--- src/rtl/cdc_handshake_tx.sv ---
// cdc_handshake_tx: source end of a req/ack CDC, four-phase by default, two-phase toggle when CDC_HANDSHAKE_TX_TWO_PHASE_EN is defined
module cdc_handshake_tx #(
    parameter int W_DATA = 8,
    parameter int N_SYNC = 2
) (
    input  logic              clk,
    input  logic              rst_n,
    input  logic              i_valid,
    output logic              i_ready,
    input  logic [W_DATA-1:0] i_data,
    output logic              o_req,
    output logic [W_DATA-1:0] o_data,
    input  logic              i_ack
);
    localparam logic [1:0] S_IDLE = 2'd0;
    localparam logic [1:0] S_REQ  = 2'd1;
`ifndef CDC_HANDSHAKE_TX_TWO_PHASE_EN
    localparam logic [1:0] S_REL  = 2'd2;
`endif
    (* keep = "true" *) logic [N_SYNC-1:0] r_ack_sync;
    logic [1:0]        r_state;
    logic              r_req;
    logic [W_DATA-1:0] r_data;
    logic              w_ack;
    logic              w_accept;
    assign w_ack    = r_ack_sync[N_SYNC-1];
    assign i_ready  = (r_state == S_IDLE);
    assign w_accept = i_valid && i_ready;
    assign o_req    = r_req;
    assign o_data   = r_data;
    always_ff @(posedge clk or negedge rst_n) begin
        if (!rst_n)
            r_ack_sync <= '0;
        else
            r_ack_sync <= {r_ack_sync[N_SYNC-2:0], i_ack};
    end
    always_ff @(posedge clk or negedge rst_n) begin
        if (!rst_n) begin
            r_state <= S_IDLE;
            r_req   <= 1'b0;
            r_data  <= '0;
        end else if (w_accept) begin
            r_state <= S_REQ;
            r_data  <= i_data;
`ifdef CDC_HANDSHAKE_TX_TWO_PHASE_EN
            r_req   <= ~r_req;
        end else if (r_state != S_IDLE && w_ack == r_req) begin
            r_state <= S_IDLE;
        end
`else
            r_req   <= 1'b1;
        end else if (r_state == S_REQ && w_ack) begin
            r_state <= S_REL;
            r_req   <= 1'b0;
        end else if (r_state != S_REQ && !w_ack) begin
            // also recovers any undefined state encoding back to IDLE
            r_state <= S_IDLE;
        end
`endif
    end
endmodule

--- config.mk ---
export PLATFORM = sky130hd
export DESIGN_NAME = cdc_handshake_tx
export DESIGN_NICKNAME = d
export VERILOG_FILES = /design/src/rtl/cdc_handshake_tx.sv
export SDC_FILE = /design/constraint.sdc
export NUM_CORES = 1
export LEC_CHECK = 0
export BUFFER_PORTS_ARGS = -buffer_cell sky130_fd_sc_hd__buf_2
export CORE_UTILIZATION = 30
export DETAILED_ROUTE_END_ITERATION = 8
export GPL_TIMING_DRIVEN = 0
export HOLD_SLACK_MARGIN = 0.06
export PLACE_DENSITY = 0.63
export SETUP_SLACK_MARGIN = 0.05
export SLEW_MARGIN = 20
export SYNTH_ARGS = -nofsm -noshare
export SYNTH_HDL_FRONTEND = slang
export SYNTH_SLANG_ARGS = --single-unit
--- constraint.sdc ---
create_clock -name clk -period 1.42 [get_ports clk]
set_input_delay 0.213 -clock clk [delete_from_list [all_inputs] [get_ports clk]]
set_output_delay 0.213 -clock clk [all_outputs]
set_load 0.01 [all_outputs]
==> results_dict.tcl <==
set metrics [dict create \
    outcome "completed" \
    grt_start_max_net_pins 14 \
    post_synth_inst_count 33 \
    final.setup_skew_ns 0.002183 \
    grt_util_met1 0.1260 \
    intPower_uw 815.3 \
    routabilityCongestion 0.6785 \
    critical_path_required_ns 1.58 \
    die_width_microns 43.56 \
    synth_async_sr_flop_share 1.000 \
    placed_cells_incl_taps 70 \
    post-synth-top-area-fraction 0.6280 \
    worst-setup-path-type "register to register" \
    timing_worst_slew_pin_value_ns 0.2814 \
    remaining_design_rule_violation_count 0 \
    cts.reportedPaths.clkPinSlew_ns 0.08 \
    synth_seq_cells 13 \
    setup_ws_ns 0.1145 \
    cts_buffer_depth 2 \
    finalSetupViolations 0 \
    synth_fp_nets 45 \
    share_comb_of_total_power 0.334 \
    via_count 342 \
    power.ir.vdd_worst_mv 0.7612 \
    post_synth_instance_area_sq_um 518.0 \
    ys_seq_area_frac 0.6280 \
    tritoncts "done" \
    first_global_vias 309 \
    power.density_nw_per_um2 1668 \
    final.min_clock_period_ns 1.306 \
    area.growth.synth_to_final_pct 33.33 \
    seq_power_share 0.473 \
    numPortBuffers 21 \
    power.static_leakage_nw 0.3534 \
    final.hold.worst_slack_ns 0.1676 \
    final_cell_count_no_fill 76 \
    antenna_cells_inserted 0 \
    clockRootBuffer "sky130_fd_sc_hd__clkbuf_4" \
    initial_antenna_violation_count 0 \
    post-dp-hpwl_microns 618.2 \
    globalRoute.busiestLayer "met2" \
    cap_viol_max_count 0 \
    cp_data_arrival_time_ns 1.46 \
    post_cts_resized 0 \
    number_of_buffers_added_by_the_clock_tree_synthesis_step 3 \
    die_height_microns 43.56 \
    leading_cell_type_by_number_of_instances_after_synthesis "sky130_fd_sc_hd__dfrtp_1" \
    placement.setup.worst_slack_ns 0.1184 \
    synth-edff-count 0 \
    timing.critical_path.fanout_max 8 \
    setup.worst_path.end_class "register" \
    total_switching_power_uw 337.0 \
    detail_route.iter0.violations 2 \
    timing.critical_path.cells "nor2_2 -> and2_4 -> buf_6 -> mux2_4" \
    route.detailed.wl_per_inst_microns 10.89 \
    global_route.usage.met2 0.1463 \
    synth_cell_types 11 \
    drt-pass1-iter-count 2 \
    detailed_route_wire_length_microns 828 \
    worst_slew_margin_rel 0.8124 \
    yosysWarnings 0 \
    fin_util 0.4430 \
    viasPerCell 4.500 \
    worst_path_largest_cell_delay_ns 0.42 \
    worstHoldPathType "primary input to register" \
    cp-start-kind "register" \
    initial_core_util 0.3323 \
    floorplan.io_pins 22 \
    fp-row-count 14 \
    slew_violations 0 \
    synth.largest_area_cell "sky130_fd_sc_hd__dfrtp_1" \
    globalRouteOverflowTotal 0 \
    synthesis.area_per_instance_sq_um 15.70 \
    power.share.switching 0.2924 \
    placeableCoreArea_sq_um 1559 \
    global_route.usage.total 0.1050 \
    yosys-top-cells-count "13 x sky130_fd_sc_hd__dfrtp_1, 8 x sky130_fd_sc_hd__mux2_4, 3 x sky130_fd_sc_hd__o21ai_0" \
    synth_flop_cell "sky130_fd_sc_hd__dfrtp_1" \
    grt_first_pass_wirelength_mm 1.338 \
    crit_slowest_cell "sky130_fd_sc_hd__dfrtp_1" \
    gr-usage-met3 0.07500 \
    hold_violations 0 \
    setup-tns-final_ns 0 \
    cts_htree_levels 1 \
    skew_pair_late_insertion_delay_ns 0.27 \
    synth_area_leaders "sky130_fd_sc_hd__dfrtp_1 63%, sky130_fd_sc_hd__mux2_4 23%, sky130_fd_sc_hd__o21ai_0 2.9%" \
    grt_setup_unrepaired "false" \
    achievable-frequency_ghz 0.7660 \
    share_clk_of_total_power 0.193 \
    share_of_final_layout_standard_cells_stronger_than_drive_strength_1 0.6000 \
    design.final.nets 73 \
    post_cts.repair.setup_buffers 0 \
    fp.dieArea_sq_um 1897 \
    drtAntennaViolNets 0 \
    cts.sinks 13 \
    finalCritPeriodShare 0.9194 \
]
layout make-up:
cell class | count | area [sq um]
flip-flops and latches | 13 | 325.3
inverters | 2 | 7.507
repair buffers | 23 | 125.1
clock inverters | 1 | 5.005
multi-input cells | 17 | 173.9
plain buffers | 1 | 11.26
fillers | 141 | 868.3
clock buffers | 3 | 22.52
well taps | 16 | 20.02
timing repair:
item,4_1_cts,5_1_grt
setup endpoints to repair,0,2
hold endpoints to repair,14,0
hold buffers,2,0
placed cells by master (no fill, tap or decap):
master / synthesis / layout
sky130_fd_sc_hd__and2_4: 1 / 1
sky130_fd_sc_hd__nor2_1: 1 / 1
sky130_fd_sc_hd__a21oi_1: 1 / 1
sky130_fd_sc_hd__dfrtp_1: 13 / 13
sky130_fd_sc_hd__o21ai_0: 3 / 3
sky130_fd_sc_hd__nor2_2: 1 / 1
sky130_fd_sc_hd__buf_6: 1 / 1
sky130_fd_sc_hd__dlygate4sd3_1: 0 / 2
sky130_fd_sc_hd__clkinv_2: 0 / 1
sky130_fd_sc_hd__clkbuf_4: 0 / 3
sky130_fd_sc_hd__mux2i_1: 1 / 1
sky130_fd_sc_hd__buf_2: 0 / 21
sky130_fd_sc_hd__inv_1: 2 / 2
sky130_fd_sc_hd__mux2_4: 8 / 8
sky130_fd_sc_hd__nand3_1: 1 / 1
final timing paths:
| kind | start | end | slack, ns | depth (start not counted) |
|---|---|---|---|---|
| max in group asynchronous | rst_n | o_data[3] | 0.86 | 2 |
| hold reg to reg | r_ack_sync[0] | r_ack_sync[1] | 0.35 | 0 |
| min in group asynchronous | rst_n | o_req | 0.34 | 2 |
| hold / removal | i_data[4] | o_data[4] | 0.17 | 2 |
| setup reg to reg | r_state[0] | o_data[1] | 0.11 | 4 |
| setup / recovery | r_state[0] | o_data[1] | 0.11 | 4 |
stage by stage:
step | area, sq um | power, mW
after floorplan | 518.0 | 0.7897
after global placement | 643.1 | 0.9327
after detailed placement | 643.1 | 0.9379
after CTS | 690.7 | 1.171
after global routing | 690.7 | 1.232
final | 690.7 | 1.152
cell families after synthesis:
kind of cell    count (synthesis)  share of synthesized area
compound gates                  4                    0.03863
simple gates                    4                    0.04589
flops                          13                     0.6280
buf+inv                         3                    0.03624
mux                             9                     0.2512
routing by layer:
metal	vias to the layer above	part of all wire
li1	166	-
met2	10	0.52
met3	0	0.060
met5	-	0
met4	0	0
met1	166	0.42
registers in the layout, indices dropped and copies added (netlist names):
register / flops
o_req: 1
r_state: 2
r_ack_sync: 2
o_data: 8
critical path: cells and delay by family (launching register included):
| kind | cells | cell delay, ns |
|---|---|---|
| DFF | 1 | 0.42 |
| and+or+nand+nor | 2 | 0.32 |
| buffers and inverters | 1 | 0.15 |
| muxes | 1 | 0.31 |
power by group through the flow:
stage                     clock network (mW)  registers (mW)  logic [mW]
final                                  0.222           0.545       0.385
after floorplan                            0           0.594       0.195
after detailed placement                   0           0.550       0.388
after CTS                              0.232           0.547       0.392
after global routing                   0.254           0.563       0.416
after global placement                     0           0.549       0.383
No activity file was read; power rests on OpenSTA's default activity.
